`config.mk`:
```
export PLATFORM = sky130hd
export DESIGN_NAME = pc_sequencer
export DESIGN_NICKNAME = d
export VERILOG_FILES = /design/src/rtl/pc_sequencer.sv
export SDC_FILE = /design/constraint.sdc
export NUM_CORES = 1
export LEC_CHECK = 0
export CAP_MARGIN = 20
export CORE_UTILIZATION = 40
export CTS_CLUSTER_DIAMETER = 30
export DETAILED_ROUTE_END_ITERATION = 10
export GPL_TIMING_DRIVEN = 0
export HOLD_SLACK_MARGIN = 0.05
export PLACE_DENSITY = 0.67
export SKIP_LAST_GASP = 1
export SLEW_MARGIN = 20
export SYNTH_ARGS = -nofsm -noshare
export SYNTH_HDL_FRONTEND = slang
export SYNTH_SLANG_ARGS = --single-unit
```
`constraint.sdc`:
```
create_clock -name clk -period 4.3 [get_ports clk]
set_input_delay 1.075 -clock clk [delete_from_list [all_inputs] [get_ports clk]]
set_output_delay 1.075 -clock clk [all_outputs]
set_load 0.01 [all_outputs]
```
`src/rtl/pc_sequencer.sv`:
```
// rtl/pc_sequencer.sv - program-counter sequencer for the rv32i fetch front end
//
// Holds the architectural PC and offers it to fetch over a valid/ready
// handshake. After each fetch handshake exactly one update command is
// accepted (Incr, Jump, Branch, Trap) before the next PC is offered.
//
// Ports:
//   clk, rstn             clock (rising edge), asynchronous active-low reset
//   i_incr_valid/o_incr_ready/i_incr_op/i_incr_data/i_incr_compressed
//                         PC-update command channel
//   i_trap_base           trap handler address (low two bits ignored)
//   o_pc_valid/i_pc_ready/o_pc_data
//                         PC issue channel towards fetch
//   o_epc                 PC of the last trapping instruction
//   o_exc_valid/o_exc_tval
//                         misaligned-target exception pulse and offending address

module pc_sequencer #(
    parameter int              XLEN         = 32,
    parameter logic [XLEN-1:0] RESET_VECTOR = '0,
    parameter bit              SUPPORT_C    = 1'b0
) (
    input  logic            clk,
    input  logic            rstn,
    input  logic            i_incr_valid,
    output logic            o_incr_ready,
    input  logic [1:0]      i_incr_op,
    input  logic [XLEN-1:0] i_incr_data,
    input  logic            i_incr_compressed,
    input  logic [XLEN-1:0] i_trap_base,
    output logic            o_pc_valid,
    input  logic            i_pc_ready,
    output logic [XLEN-1:0] o_pc_data,
    output logic [XLEN-1:0] o_epc,
    output logic            o_exc_valid,
    output logic [XLEN-1:0] o_exc_tval
);

    typedef enum logic [1:0] {
        ST_BOOT  = 2'd0,
        ST_ISSUE = 2'd1,
        ST_AWAIT = 2'd2
    } state_t;

    localparam logic [1:0] OP_INCR   = 2'd0;
    localparam logic [1:0] OP_JUMP   = 2'd1;
    localparam logic [1:0] OP_BRANCH = 2'd2;
    localparam logic [1:0] OP_TRAP   = 2'd3;

    localparam logic [XLEN-1:0] STEP_FULL  = XLEN'(4);
    localparam logic [XLEN-1:0] STEP_HALF  = XLEN'(2);
    localparam logic [XLEN-1:0] ALIGN_MASK = ~XLEN'(3);

    state_t          state_q, state_d;
    logic [XLEN-1:0] pc_q, pc_d;
    logic [XLEN-1:0] epc_q, epc_d;
    logic [XLEN-1:0] tval_q, tval_d;
    logic            exc_q, exc_d;
    logic            pc_valid_q;
    logic            incr_ready_q;

    logic [XLEN-1:0] trap_target;
    logic [XLEN-1:0] seq_step;
    logic [XLEN-1:0] seq_target;
    logic [XLEN-1:0] cf_target;
    logic            cf_misaligned;

    // Datapath candidates are computed unconditionally; the FSM only picks one.
    always_comb begin
        trap_target = i_trap_base & ALIGN_MASK;
        seq_step    = (SUPPORT_C && i_incr_compressed) ? STEP_HALF : STEP_FULL;
        seq_target  = pc_q + seq_step;
        cf_target   = (i_incr_op == OP_JUMP) ? i_incr_data : (pc_q + i_incr_data);
        // With compressed support only bit 0 matters; otherwise both low bits.
        cf_misaligned = SUPPORT_C ? cf_target[0] : (cf_target[1:0] != 2'b00);
    end

    always_comb begin
        state_d = state_q;
        pc_d    = pc_q;
        epc_d   = epc_q;
        tval_d  = tval_q;
        exc_d   = 1'b0;

        case (state_q)
            ST_BOOT: begin
                state_d = ST_ISSUE;
            end
            ST_ISSUE: begin
                if (i_pc_ready) begin
                    state_d = ST_AWAIT;
                end
            end
            ST_AWAIT: begin
                if (i_incr_valid) begin
                    state_d = ST_ISSUE;
                    case (i_incr_op)
                        OP_INCR: begin
                            pc_d = seq_target;
                        end
                        OP_TRAP: begin
                            pc_d  = trap_target;
                            epc_d = pc_q;
                        end
                        default: begin
                            // Jump and Branch: a misaligned target redirects to
                            // the trap handler instead of being taken.
                            if (cf_misaligned) begin
                                pc_d   = trap_target;
                                epc_d  = pc_q;
                                tval_d = cf_target;
                                exc_d  = 1'b1;
                            end else begin
                                pc_d = cf_target;
                            end
                        end
                    endcase
                end
            end
            default: begin
                state_d = ST_BOOT;
            end
        endcase
    end

    always_ff @(posedge clk or negedge rstn) begin
        if (!rstn) begin
            state_q      <= ST_BOOT;
            pc_q         <= RESET_VECTOR;
            epc_q        <= '0;
            tval_q       <= '0;
            exc_q        <= 1'b0;
            pc_valid_q   <= 1'b0;
            incr_ready_q <= 1'b0;
        end else begin
            state_q      <= state_d;
            pc_q         <= pc_d;
            epc_q        <= epc_d;
            tval_q       <= tval_d;
            exc_q        <= exc_d;
            // Handshake flags are registered from the next state so they are
            // flop outputs that always agree with the state register.
            pc_valid_q   <= (state_d == ST_ISSUE);
            incr_ready_q <= (state_d == ST_AWAIT);
        end
    end

    assign o_pc_valid   = pc_valid_q;
    assign o_incr_ready = incr_ready_q;
    assign o_pc_data    = pc_q;
    assign o_epc        = epc_q;
    assign o_exc_valid  = exc_q;
    assign o_exc_tval   = tval_q;

endmodule

```
Word-level counts from Yosys, hierarchy flattened:

Index checks and enable logic that the tools add are counted.

* add/sub/neg operators: 2
* equal/unequal tests: 6
* muxes and demuxes: 12
* bitwise gates (word level): 2
* reduce and logical (&&, ||, !) cells: 8

Operators with widths (number)
* $pmux 32 s2: 2
* $mux 32: 3
* $add 32x3->32 const B: 1
* $add 32x32->32: 1
* $reduce_and 4->1: 2
* $eq 2x1->1 const B: 3
* $eq 2x2->1 const B: 3
* $pmux 2 s3: 1
* $logic_not 2->1: 2
* $mux 1: 4
* $mux 2: 2
* $reduce_bool 2->1: 2
* $not 1->1: 2
* $reduce_and 2->1: 1
* $reduce_or 2->1: 1

* register bits after elaboration: 101
* bits of input ports: 71
* logic and storage cells: 37

Depth between registers and ports, before layout:

Gate-level depths: netlist of run 1.

* word-level depth: 7
* mapped depth: 11

Worst setup path before layout of run 1:

OpenSTA, ideal clock, no wires.

* path kind: input -> register
* start point: in i_incr_data[0]
* end point: reg epc_q[10], in the netlist o_epc[10]
* data arrival time: 3.232 ns
* required time: 4.175 ns
* slack: 0.943 ns
* stages: 8
* path buffers: 1
* cells stage by stage: ha_1 -> fa_1 -> nor3_1 -> a21oi_1 -> nor2_1 -> nor3_1 -> clkbuf_1 -> mux2_2

* longest elaborated chain between the ends: 5

RTL lines
* start: declaration: RTL line 28 `input logic [XLEN-1:0] i_incr_data,`
* $add 32x32->32: RTL line 73 `cf_target = (i_incr_op == OP_JUMP) ? i_incr_data : (pc_q + i_incr_data);`
* $mux 32 (*): RTL line 73
* $reduce_bool 2->1 (*): RTL line 75 `cf_misaligned = SUPPORT_C ? cf_target[0] : (cf_target[1:0] != 2'b00);`
* $reduce_bool 2->1 (no line) (*)
* $reduce_and 4->1 (no line) (*)
* end signal: assignment: RTL line 138 `epc_q <= epc_d;`
* end: declaration: RTL line 56 `logic [XLEN-1:0] epc_q, epc_d;`

Mark *: on every way between the ends. The rest lies on a longest branch, timed or not.
A chain may end at the register's enable or synchronous reset.

Worst setup path after layout of run 1:

* start point: in i_incr_data[0]
* end point: reg pc_q[22], in the netlist o_pc_data[22]

* longest elaborated chain between the ends: 5

RTL lines
* $add 32x32->32: RTL line 73
* $mux 32 (*): RTL line 73
* $reduce_bool 2->1: RTL line 75
* $mux 32 (*): RTL line 108 `if (cf_misaligned) begin`
* $pmux 32 s2 (*): RTL line 97 `case (i_incr_op)`
* end signal: assignment: RTL line 137 `pc_q <= pc_d;`
* end: declaration: RTL line 55 `logic [XLEN-1:0] pc_q, pc_d;`

Marked as above.

==> flow_summary.json, run 1 <==
{
  "critical_path_required_ns": 4.52,
  "grt-ovfl-total": 0,
  "via_per_inst": 5.714,
  "tightest_slew_ns": 1.138,
  "hold_path_depth": 2,
  "diodes": 0,
  "seqCellArea_mm2": 0.002527,
  "slew_headroom_pct": 23.86,
  "place_hpwl_mm": 17.60,
  "timing.final.max_slew_violations": 0,
  "pwr-share-seq_pct": 30.2,
  "p_switching_mw": 2.553,
  "drt_iter0_drc": 595,
  "cts_sinks": 101,
  "final_cell_mix": "clkdlybuf4s50_1 (165), dfrtp_1 (101), nand2_1 (91)",
  "use_met1_pct": 38.81,
  "fin_crit_sh_pct": 95.39,
  "dieArea_mm2": 0.01747,
  "p_comb_share_pct": 56.5,
  "syn_area_per_cell_um2": 9.027,
  "place_ws_ns": -0.3901,
  "multi_input_area_mm2": 0.004065,
  "grtUsageMet3_pct": 5.652,
  "finClkSkew_ns": 0.009462,
  "layout.cells.most_common": "clkdlybuf4s50_1",
  "io_pins": 170,
  "syn2layout_area_growth_pct": 33.30,
  "grt_max_degree": 54,
  "hp-class": "reg2reg",
  "switching_share_pct": 42.47,
  "fmax_ghz": 0.2438,
  "dieWidth_um": 132.2,
  "rows": 47,
  "vias": 6588,
  "clkTransAtPathRegs_ns": 0.07,
  "setup_viol": 0,
  "peakVddDrop_mv": 0.3567,
  "final_util_pct": 54.49,
  "fin_ws_ns": 0.1983,
  "grt_pass1_vias": 6360,
  "ys_types": 71,
  "hold_viol": 0,
  "max_cap_violations": 0,
  "grt_antenna_before_repair": 0,
  "dr.pass1.iters": 5,
  "fin_nets": 1036,
  "stdcell_count": 1153,
  "grt_use_total_pct": 27.78,
  "layout-drive-gt1-share_pct": 8.253,
  "synth_seq_cells": 101,
  "drc_errors": 0,
  "endpoint_kind": "flop",
  "die_h_um": 132.2,
  "synth_seq_area_share_pct": 37.28,
  "syn_inst": 751,
  "gp_congestion": 0.9571,
  "coreArea_mm2": 0.01658,
  "clkLatencyLatePin_ns": 0.36,
  "use_met2_pct": 42.45,
  "cts_buffer_depth": 2,
  "cts_tree": "built",
  "nFillCells": 1588,
  "crit_fanout": 3,
  "p_leak_nw": 3.775,
  "initial_core_util_pct": 40.88,
  "worstSetupPathType": "in2reg",
  "synthFlopType": "dfrtp_1",
  "startpoint_type": "input pin",
  "period_needed_ns": 4.102,
  "rsz0062_at_grt": "false",
  "rr_worst_depth": 11,
  "p_per_area_mw_per_mm2": 665.4,
  "h-tree-depth": 3,
  "cp.arrival_ns": 4.32,
  "gr-max-usage-layer": "met2",
  "grt_pass1_wl_mm": 36.76,
  "hold_ws_ns": 0.4753,
  "cts_root_buffer": "clkbuf_16",
  "cts_buffers": 9,
  "netlist_area_mm2": 0.006779,
  "intPower_mw": 3.459,
  "outcome": "completed",
  "portBuffers": 166,
  "ys_warn_count": 0,
  "syn_nets": 858,
  "synth_edf_count": 0,
  "dp_cells": 1138,
  "detail-route-antenna-nets": 0,
  "wl_mm": 23.77,
  "wl_per_cell_um": 20.62,
  "clock_power_share_pct": 13.3,
  "async_flop_share_pct": 100.0
}
==> worst max-delay path: stages <==
cell and delay (ns):
clkdlybuf4s50_1 0.45, ha_1 0.29, fa_1 0.43, a21oi_1 0.26
o211ai_1 0.18, a21oi_1 0.32, a21oi_1 0.22, a31oi_2 0.28
xnor2_1 0.15, o21ai_0 0.16, a221oi_1 0.36, o21ai_0 0.12
==> cell type report <==
class,count,area share (%)
multi-input combinational,599,44.99
sequential,101,27.97
timing repair buffer,167,18.71
tap,220,3.046
clock buffer,12,2.839
buffer,36,1.592
inverter,15,0.6231
clock inverter,3,0.2354
==> final timing paths <==
| path | startpoint | endpoint | slack, ns |
|---|---|---|---|
| min in group asynchronous | rstn | o_epc[20] | 0.64 |
| max in group asynchronous | rstn | o_pc_data[17] | 3.03 |
| worst min register to register | o_exc_tval[24] | o_exc_tval[24] | 0.48 |
| worst max-delay path | i_incr_data[0] | o_pc_data[22] | 0.20 |
| worst min-delay path | o_exc_tval[24] | o_exc_tval[24] | 0.48 |
| worst max register to register | o_pc_data[0] | o_pc_data[22] | 0.96 |
==> cells by family after synthesis <==
kind of cell | Yosys count | synth area share [%]
compound gates | 229 | 22.46
simple gates | 237 | 16.43
flops | 101 | 37.28
fa+ha+maj | 36 | 6.755
buf+inv | 51 | 2.953
mux | 50 | 8.047
xor+xnor | 47 | 6.072
==> timing repair <==
action,CTS,global route
hold buffers,0,0
gates resized for setup,1,2
setup endpoints to repair,10,2
setup buffers,0,0
==> power by group through the flow <==
stage / Clock (mW) / Sequential [mW] / Combinational [mW]
floorplan: 0 / 1.89 / 1.82
global placement: 0 / 1.81 / 3.34
detailed placement: 0 / 1.82 / 3.36
CTS: 0.816 / 1.81 / 3.38
global route: 0.850 / 1.88 / 3.71
finish: 0.800 / 1.81 / 3.40
==> cell usage after synthesis (all sizes together) (2+ instances only) <==
library cell / instances / area (µm²)
nor2: 56 / 210.2
o21bai: 3 / 22.52
and2: 4 / 25.02
buf: 7 / 28.78
xor2: 19 / 166.4
xnor2: 28 / 245.2
nand3: 30 / 150.1
o221ai: 4 / 41.29
o211ai: 6 / 50.05
inv: 15 / 56.30
nand3b: 2 / 15.01
nand4: 6 / 37.54
nand2b: 4 / 25.02
a211oi: 8 / 90.09
ha: 35 / 437.9
nor4b: 3 / 26.28
mux2i: 14 / 140.1
mux2: 36 / 405.4
a31oi: 11 / 75.07
nand2: 92 / 347.8
a21oi: 57 / 300.3
nor4: 2 / 27.53
and4: 3 / 28.78
dfrtp: 101 / 2527
o21ai: 78 / 390.4
and3: 12 / 76.33
nor3b: 3 / 22.52
a221oi: 5 / 43.79
nor2b: 7 / 43.79
o22a: 3 / 26.28
o2111ai: 5 / 43.79
nor3: 10 / 50.05
a22oi: 6 / 45.04
clkbuf: 29 / 115.1
a2111oi: 2 / 36.29
o21a: 10 / 82.57
a222oi: 5 / 50.05
a21o: 14 / 105.1
==> sequential cells by signal (all words and copies together) (netlist names) <==
register,cells
o_incr_ready,1
o_exc_tval,32
o_pc_valid,1
state_q,2
o_pc_data,32
o_epc,32
o_exc_valid,1
==> metal layers <==
metal  vias up  wire length, µm
met3        42             1943
met4         0              673
met2       291            10540
li1       3094                -
met5         -                0
met1      3161            10610
==> through the flow <==
| stage | cell area [µm²] | setup TNS, ns | power, mW |
|---|---|---|---|
| floorplan | 6779 | 0 | 3.716 |
| global placement | 8716 | -195.76 | 5.158 |
| detailed placement | 8745 | -9.567 | 5.182 |
| CTS | 9027 | 0 | 6.005 |
| global route | 9036 | 0 | 6.439 |
| finish | 9036 | 0 | 6.012 |
Note: power is estimated with default switching activity, not from simulation.
==> inputs of run 2 (changes only) <==
--- a/config.mk
+++ b/config.mk
@@ -13,7 +13,6 @@
 export HOLD_SLACK_MARGIN = 0.05
 export PLACE_DENSITY = 0.67
 export SKIP_LAST_GASP = 1
-export SLEW_MARGIN = 20
 export SYNTH_ARGS = -nofsm -noshare
 export SYNTH_HDL_FRONTEND = slang
 export SYNTH_SLANG_ARGS = --single-unit
==> run 2 against run 1 <==
Net effect: power barely moved; largest cell class unchanged; largest power group unchanged; design area barely moved; sequential cell count did not move; critical endpoint is now o_epc[3]; non-clock buffer count did not move; highest routed layer unchanged.
==> flow_summary.json, run 2 (synthesis results as in run 1) <==
{
  "period_needed_ns": 4.101,
  "dieWidth_um": 132.2,
  "setup_viol": 0,
  "rows": 47,
  "startpoint_type": "input pin",
  "rr_worst_depth": 8,
  "drt_iter0_drc": 595,
  "critical_path_required_ns": 4.55,
  "grt_antenna_before_repair": 0,
  "dp_cells": 1138,
  "diodes": 0,
  "endpoint": "o_epc[3]",
  "dieArea_mm2": 0.01747,
  "initial_core_util_pct": 40.88,
  "portBuffers": 166,
  "final_cell_mix": "clkdlybuf4s50_1 (165), dfrtp_1 (101), nand2_1 (91)",
  "cts_tree": "built",
  "finClkSkew_ns": 0.009436,
  "p_leak_nw": 3.773,
  "cts_hold_buf": 0,
  "grt_max_degree": 54,
  "outcome": "completed",
  "slew_headroom_pct": 22.52,
  "cts_root_buffer": "clkbuf_16",
  "hold_viol": 0,
  "endpoint_kind": "flop",
  "grtUsageMet3_pct": 5.652,
  "r2r-end": "o_epc[3]",
  "die_h_um": 132.2,
  "gp_congestion": 0.9571,
  "clkTransAtPathRegs_ns": 0.07,
  "fin_nets": 1036,
  "stdcell_count": 1153,
  "via_per_inst": 5.729,
  "vias": 6605,
  "use_met1_pct": 38.81,
  "layout-drive-gt1-share_pct": 8.253,
  "r2r-start": "o_pc_data[0]",
  "timing.final.max_slew_violations": 0,
  "p_per_area_mw_per_mm2": 665.7,
  "detail-route-antenna-nets": 0,
  "grt-ovfl-total": 0,
  "rsz0062_at_grt": "false",
  "io_pins": 170,
  "cts_sinks": 101,
  "fmax_ghz": 0.2438,
  "cts_buffer_depth": 2,
  "hp-start": "o_exc_tval[24]",
  "peakVddDrop_mv": 0.3567,
  "total_power_mw": 6.013,
  "grt_pass1_wl_mm": 36.76,
  "fin_crit_sh_pct": 95.38,
  "clkLatencyLatePin_ns": 0.36,
  "use_met2_pct": 42.45,
  "critPathLaunch": "i_incr_data[0]",
  "syn2layout_area_growth_pct": 33.24,
  "grt_use_total_pct": 27.78,
  "postCtsSetupBuffers": 0,
  "r2r_setup_slack_ns": 0.96,
  "cts_buffers": 9,
  "place_hpwl_mm": 17.60,
  "worstSetupPathType": "in2reg",
  "h-tree-depth": 3,
  "wl_per_cell_um": 20.62,
  "max_cap_violations": 0,
  "cp.arrival_ns": 4.35,
  "grt_pass1_vias": 6360,
  "drc_errors": 0,
  "nFillCells": 1588,
  "layout.cells.most_common": "clkdlybuf4s50_1",
  "tightest_slew_ns": 1.158,
  "hp-class": "reg2reg",
  "gr-max-usage-layer": "met2",
  "wl_mm": 23.78,
  "coreArea_mm2": 0.01658,
  "dr.pass1.iters": 5,
  "crit_fanout": 10
}
==> run 2: cell count changes in the layout (fill, tap and decap cells not counted) <==
| cell | delta |
|---|---|
| buf_4 | +1 |
| buf_6 | -1 |
==> run 2: through the flow <==
stage	cell area (µm²)	utilization (%)	setup TNS, ns	hold WS [ns]	setup slack (ns)
after floorplan	6779	-	0	0.5025	0.9434
after global placement	8716	52.56	-195.76	0.4646	-1.875
after detailed placement	8741	52.71	-9.567	0.4673	-0.3901
after CTS	9024	54.41	0	0.4841	0.1573
after global routing	9032	54.47	0	0.5113	0.009513
final	9032	54.47	0	0.4752	0.1985
==> run 2: worst min-delay path by stage <==
stage	cells past startpoint	endpoint	slack [ns]
floorplan	1	o_incr_ready	0.50
global placement	2	o_exc_tval[16]	0.46
detailed placement	2	o_exc_tval[24]	0.47
CTS	2	o_exc_tval[24]	0.48
global route	2	o_exc_tval[4]	0.51
finish	2	o_exc_tval[24]	0.48
==> run 2: layout make-up <==
| cell class | count | area (µm²) | share of cell area, % |
|---|---|---|---|
| Buffer | 36 | 143.9 | 1.593 |
| Clock buffer | 12 | 256.5 | 2.840 |
| Tap cell | 220 | 275.3 | 3.048 |
| Timing Repair Buffer | 167 | 1687 | 18.67 |
| Clock inverter | 3 | 21.27 | 0.2355 |
| Sequential cell | 101 | 2527 | 27.98 |
| Inverter | 15 | 56.30 | 0.6234 |
| Multi-Input combinational cell | 599 | 4065 | 45.01 |
==> run 2: report_power, final <==
part / leakage, nW / switching [mW] / internal [mW] / total [mW]
sequential: 1.28 / 0.465 / 1.35 / 1.82
clock: 0.135 / 0.378 / 0.422 / 0.800
combinational: 2.36 / 1.71 / 1.69 / 3.40
total: 3.77 / 2.55 / 3.46 / 6.01
==> run 2: worst max-delay path, stage by stage <==
cell	delay [ns]
clkdlybuf4s50_1	0.45
ha_1	0.29
fa_1	0.54
nor3_1	0.06
a21oi_1	0.36
nor2_1	0.10
nor3_2	0.43
clkbuf_1	0.62
mux2_2	0.41
==> run 2: timing repair <==
item	4_1_cts	5_1_grt
pin swaps	0	0
endpoints found under the setup margin	10	2
hold endpoints to repair	0	0
gates resized for setup	1	2
gates cloned	0	0
==> run 2: layer usage <==
| layer | up-vias | wire length, µm |
|---|---|---|
| li1 | 3094 | - |
| met1 | 3171 | 10580 |
| met2 | 296 | 10550 |
| met3 | 44 | 1974 |
| met4 | 0 | 677 |
| met5 | - | 0 |
==> variant 1: new RTL, flow settings as in run 2 <==
Change the parameter `XLEN` from 32 to 16.
--- a/src/rtl/pc_sequencer.sv
+++ b/src/rtl/pc_sequencer.sv
@@ -18,3 +18,3 @@
 module pc_sequencer #(
-    parameter int              XLEN         = 32,
+    parameter int              XLEN         = 16,
     parameter logic [XLEN-1:0] RESET_VECTOR = '0,
Ports: changed (5 resized); port bits go from 170 to 90. The function was not compared with the original's and may differ.
==> variant 1 against run 2 <==
Clock skew decreased by 0.0029 ns. Sequential share of layout area increased by 0.67 points. Sequential power decreased by 48%. Combinational power decreased by 54%. Synthesized cell count decreased by 50%. Synthesized area decreased by 48%. Fmax increased by 13%. Power decreased by 52%. Hold slack improved by 0.0089 ns. Worst setup slack improved by 0.47 ns. Cell area decreased by 49%. Sequential cell count decreased by 48. Clock power decreased by 54%. Routed wire length decreased by 57%.
==> variant 1: results (changes against run 2) <==
status: "complete, no violations"
wl_met3_microns: 481  # -76%
cp_max_fo: 10  # unchanged
grt_max_degree: 39  # -28%
clock_path_buffers: 2  # unchanged
cts_resized: 0  # -1
drive_gt1_share_pct: 9.40  # +1.1 points
synth_common_cells: "dfrtp_1 (53), nand2_1 (41), a21oi_1 (27)"
routabilityCongestion: 0.860  # -10%
wl_met1_mm: 4.91  # -54%
cts_buffers: 5  # -4
place_hpwl_mm: 7.96  # -55%
grt_pass1_vias: 3142  # -51%
ys.flop_type: "dfrtp_1"
yosys-top-cells-area: "dfrtp_1 (38%), ha_1 (6.8%), mux2_2 (5.5%), nand2_1 (4.4%), a21oi_1 (3.9%)"
p_leak_nw: 1.89  # -50%
dr.pass1.iters: 4  # -1
root_buffer: "clkbuf_8"
wl_met2_mm: 4.60  # -56%
dp_slack_ns: 0.339  # +0.729 ns
slew_headroom_pct: 51.6  # +29 points
synth_warnings: 0  # unchanged
grt_pass1_wl_mm: 16.2  # -56%
globalRouteTotalUtil_pct: 23.4  # -4.4 points
vias_per_cell: 5.79  # +1.1%
ys_seq_area_share_pct: 37.9  # +0.60 points
port_buffers: 86  # -48%
clock_latency_ns: 0.31  # -0.05 ns
clk_pin_slew_ns: 0.10  # +0.03 ns
critPathSlowestCell: "fa_1"
num-nets-final: 526  # -49%
worstPathArrival_ns: 3.84  # -0.51 ns
fin_skew_ns: 0.00652  # -0.00292 ns
hold_start: "o_exc_tval[13]"
fillCellCount: 777  # -51%
drtIter0Drc: 183  # -69%
htree_levels: 2  # -1
multi_input_area_sq_um: 2060  # -49%
synth_cell_types: 65  # -8.5%
postRouteWirelength_mm: 10.2  # -57%
syn_nets: 432  # -50%
critPathMaxStageDelay_ns: 0.55  # -0.07 ns
ir_worst_vdd_uv: 300  # -16%
==> variant 1: cell types whose count changed in the layout (fill, tap and decap cells not counted), sizes merged, moves of 9 or more <==
| cell | run 2 | this run |
|---|---|---|
| dfrtp | 101 | 53 |
| nand3 | 30 | 11 |
| clkbuf | 41 | 10 |
| clkdlybuf4s50 | 165 | 85 |
| a21o | 14 | 4 |
| nor2 | 56 | 19 |
| xnor2 | 28 | 13 |
| a21oi | 57 | 27 |
| nand2 | 92 | 41 |
| and3 | 12 | 3 |
| xor2 | 19 | 5 |
| ha | 35 | 19 |
| o21ai | 78 | 27 |
| mux2 | 36 | 17 |
==> variant 1: where the power goes <==
| part | total (W) | switching [W] | leakage (nW) | internal (W) |
|---|---|---|---|---|
| Sequential | 0.000942 | 0.000233 | 0.659 | 0.000709 |
| Clock | 0.000370 | 0.000180 | 0.0574 | 0.000190 |
| Combinational | 0.00157 | 0.000755 | 1.17 | 0.000814 |
| Total | 0.00288 | 0.00117 | 1.89 | 0.00171 |
==> variant 1: worst paths after layout <==
check	to	slack (ns)	depth (start not counted)
max in group asynchronous	o_pc_data[13]	3.09	2
hold / removal	o_exc_tval[13]	0.48	2
hold reg to reg	o_exc_tval[13]	0.48	2
setup / recovery	o_epc[11]	0.67	9
min in group asynchronous	o_exc_tval[11]	0.67	1
setup reg to reg	o_epc[11]	1.48	8
==> variant 1: area by class of cell <==
type	instances	share of cell area (%)
clock inverter	2	0.811
sequential	53	28.7
clock buffer	6	1.78
tap	105	2.84
multi-input combinational	295	44.4
buffer	14	1.65
inverter	11	0.892
timing repair buffer	87	18.9
==> variant 1: layer usage <==
| metal | vias to the layer above | track usage, % |
|---|---|---|
| met5 | - | 0 |
| met4 | 0 | 7.21 |
| met3 | 17 | 3.03 |
| met2 | 103 | 37.7 |
| met1 | 1609 | 32.6 |
| li1 | 1591 | - |
==> variant 1: through the flow <==
step	std cells	hold slack [ns]	area (sq um)	util, %
after global routing	573	0.511	4630	55.5
final	573	0.484	4630	55.5
after CTS	573	0.493	4630	55.5
after detailed placement	565	0.469	4510	54.1
after floorplan	373	0.502	3500	-
after global placement	564	0.463	4490	53.9
==> variant 1: critical path, delay by kind of cell <==
kind	cells	cell delay (ns)
adder cells (fa/ha/maj)	2	0.82
multiplexers	1	0.35
buffers and inverters	2	0.76
AND/OR/NAND/NOR	4	0.83
==> variant 1: logic make-up after synthesis <==
| family | count (synthesis) | synth area share, % |
|---|---|---|
| and+or+nand+nor | 119 | 17.8 |
| AOI/OAI and AO/OA | 115 | 21.9 |
| DFF | 53 | 37.9 |
| buffers and inverters | 25 | 3.36 |
| muxes | 23 | 7.18 |
| adders and majority gates | 20 | 7.36 |
| xor gates and xnor gates | 18 | 4.50 |
==> variant 2: new RTL, config.mk and constraints of run 2 <==
Without the edit above. Take the reset off `tval_q` and load it in a clocked block of its own.
--- a/src/rtl/pc_sequencer.sv
+++ b/src/rtl/pc_sequencer.sv
@@ -130,3 +130,2 @@
             epc_q        <= '0;
-            tval_q       <= '0;
             exc_q        <= 1'b0;
@@ -138,3 +137,2 @@
             epc_q        <= epc_d;
-            tval_q       <= tval_d;
             exc_q        <= exc_d;
@@ -145,2 +143,6 @@
         end
+    end
+
+    always_ff @(posedge clk) begin
+        tval_q <= tval_d;
     end
Function: differs if rstn is asserted again (counterexample within 4 cycles, from zero or initial values and one cycle with rstn low); with rstn held inactive, the same outputs for 4 cycles.
==> variant 2 against run 2 <==
Power fell by 5.0%. Final cell count down 2.3%. Worst setup slack worse by 0.054 ns. Cell area increased by 0.36%. First-iteration DRC count rose by 8.2%. Sequential cell count unchanged. Synthesized area rose by 0.54%. Clock power is 2% higher. Clock skew decreased by 0.0040 ns. Routed wire length grew 0.54%. Largest cell class unchanged.
==> variant 2: results (changes against run 2) <==
cts_resized: 0  # -1
routabilityCongestion: 1.01  # +5.6%
wl_met2_mm: 11.1  # +4.9%
vias_per_cell: 5.84  # +1.9%
grt_pass1_vias: 6263  # -1.5%
p_int_w: 0.00325  # -6.1%
globalRouteTotalUtil_pct: 27.3  # -0.49 points
wl_met3_mm: 1.48  # -25%
postRouteWirelength_mm: 23.9  # +0.54%
r2r-end: "o_epc[7]"
hold_start: "o_epc[5]"
ir_worst_vdd_uv: 297  # -17%
synthArstFlopShare_pct: 68.3  # -32 points
synth_common_cells: "nand2_1 (82), o21ai_0 (71), dfrtp_1 (69)"
worstPathArrival_ns: 4.40  # +0.05 ns
reg2reg_setup_slack_ns: 0.89  # -0.07 ns
dp.cells: 1110  # -2.5%
wl_met1_mm: 10.9  # +3.0%
place_area_sq_um: 8780  # +0.43%
drive_gt1_share_pct: 8.72  # +0.47 points
hold_depth: 1  # -1
p_leak_nw: 3.57  # -5.4%
fillCellCount: 1572  # -1.0%
holdPathEnd: "o_epc[5]"
grtUsageMet1_pct: 37.9  # -0.88 points
fin_hold_ws_ns: 0.507  # +0.0323 ns
synth_cell_types: 77  # +8.5%
yosys-top-cells-area: "dfrtp_1 (25%), edfxtp_1 (14%), ha_1 (6.4%), mux2_2 (6.1%), o21ai_0 (5.2%)"
place_hpwl_mm: 17.7  # +0.73%
num-nets-final: 1008  # -2.7%
syn_inst: 723  # -3.7%
dr.pass1.iters: 6  # +1
fin_skew_ns: 0.00544  # -0.00400 ns
status: "complete, no violations"
synth_edf_count: 32  # +32
globalRouteMet3Util_pct: 3.60  # -2.1 points
grt_pass1_wl_mm: 36.3  # -1.1%
grt_max_degree: 50  # -7.4%
ys_seq_area_share_pct: 39.4  # +2.2 points
slew_headroom_pct: 44.2  # +22 points
variant 2: power by group through the flow:
stage | clock network [W] | logic (W) | registers [W]
finish | 0.000819 | 0.00310 | 0.00179
global route | 0.000855 | 0.00337 | 0.00183
CTS | 0.000818 | 0.00307 | 0.00178
floorplan | 0 | 0.00178 | 0.00179
global placement | 0 | 0.00303 | 0.00179
detailed placement | 0 | 0.00305 | 0.00180
variant 2: worst register-to-register path, delay by kind of cell (launching register included):
| kind | cells | cell delay [ns] |
|---|---|---|
| DFF | 1 | 0.43 |
| and+or+nand+nor | 3 | 0.76 |
| adders and majority gates | 2 | 0.75 |
| muxes | 1 | 0.41 |
| buffers and inverters | 1 | 0.63 |
| AOI/OAI and AO/OA | 1 | 0.30 |
variant 2: logic make-up (layout without fill, tap and decap cells):
group | Yosys count | after routing | synth area share, %
AOI/OAI and AO/OA | 241 | 241 | 24.0
and+or+nand+nor | 217 | 217 | 15.1
DFF | 101 | 101 | 39.4
buffers and inverters | 51 | 234 | 3.49
muxes | 39 | 39 | 6.41
xor gates and xnor gates | 38 | 38 | 4.88
adders and majority gates | 36 | 36 | 6.72
variant 2: through the flow:
| stage | utilization [%] | total power, W | setup slack, ns |
|---|---|---|---|
| after global routing | 54.7 | 0.00605 | 0.0262 |
| after detailed placement | 52.9 | 0.00485 | -0.363 |
| after floorplan | - | 0.00357 | 0.857 |
| after CTS | 54.7 | 0.00567 | 0.0156 |
| final | 54.7 | 0.00571 | 0.145 |
| after global placement | 52.8 | 0.00482 | -0.489 |
variant 2: area by class of cell:
type	instances	area share [%]
flip-flops and latches	101	29.6
clock buffers	11	2.79
multi-input cells	571	42.9
well taps	220	3.04
inverters	17	0.704
plain buffers	34	1.93
repair buffers	167	18.6
clock inverters	5	0.359
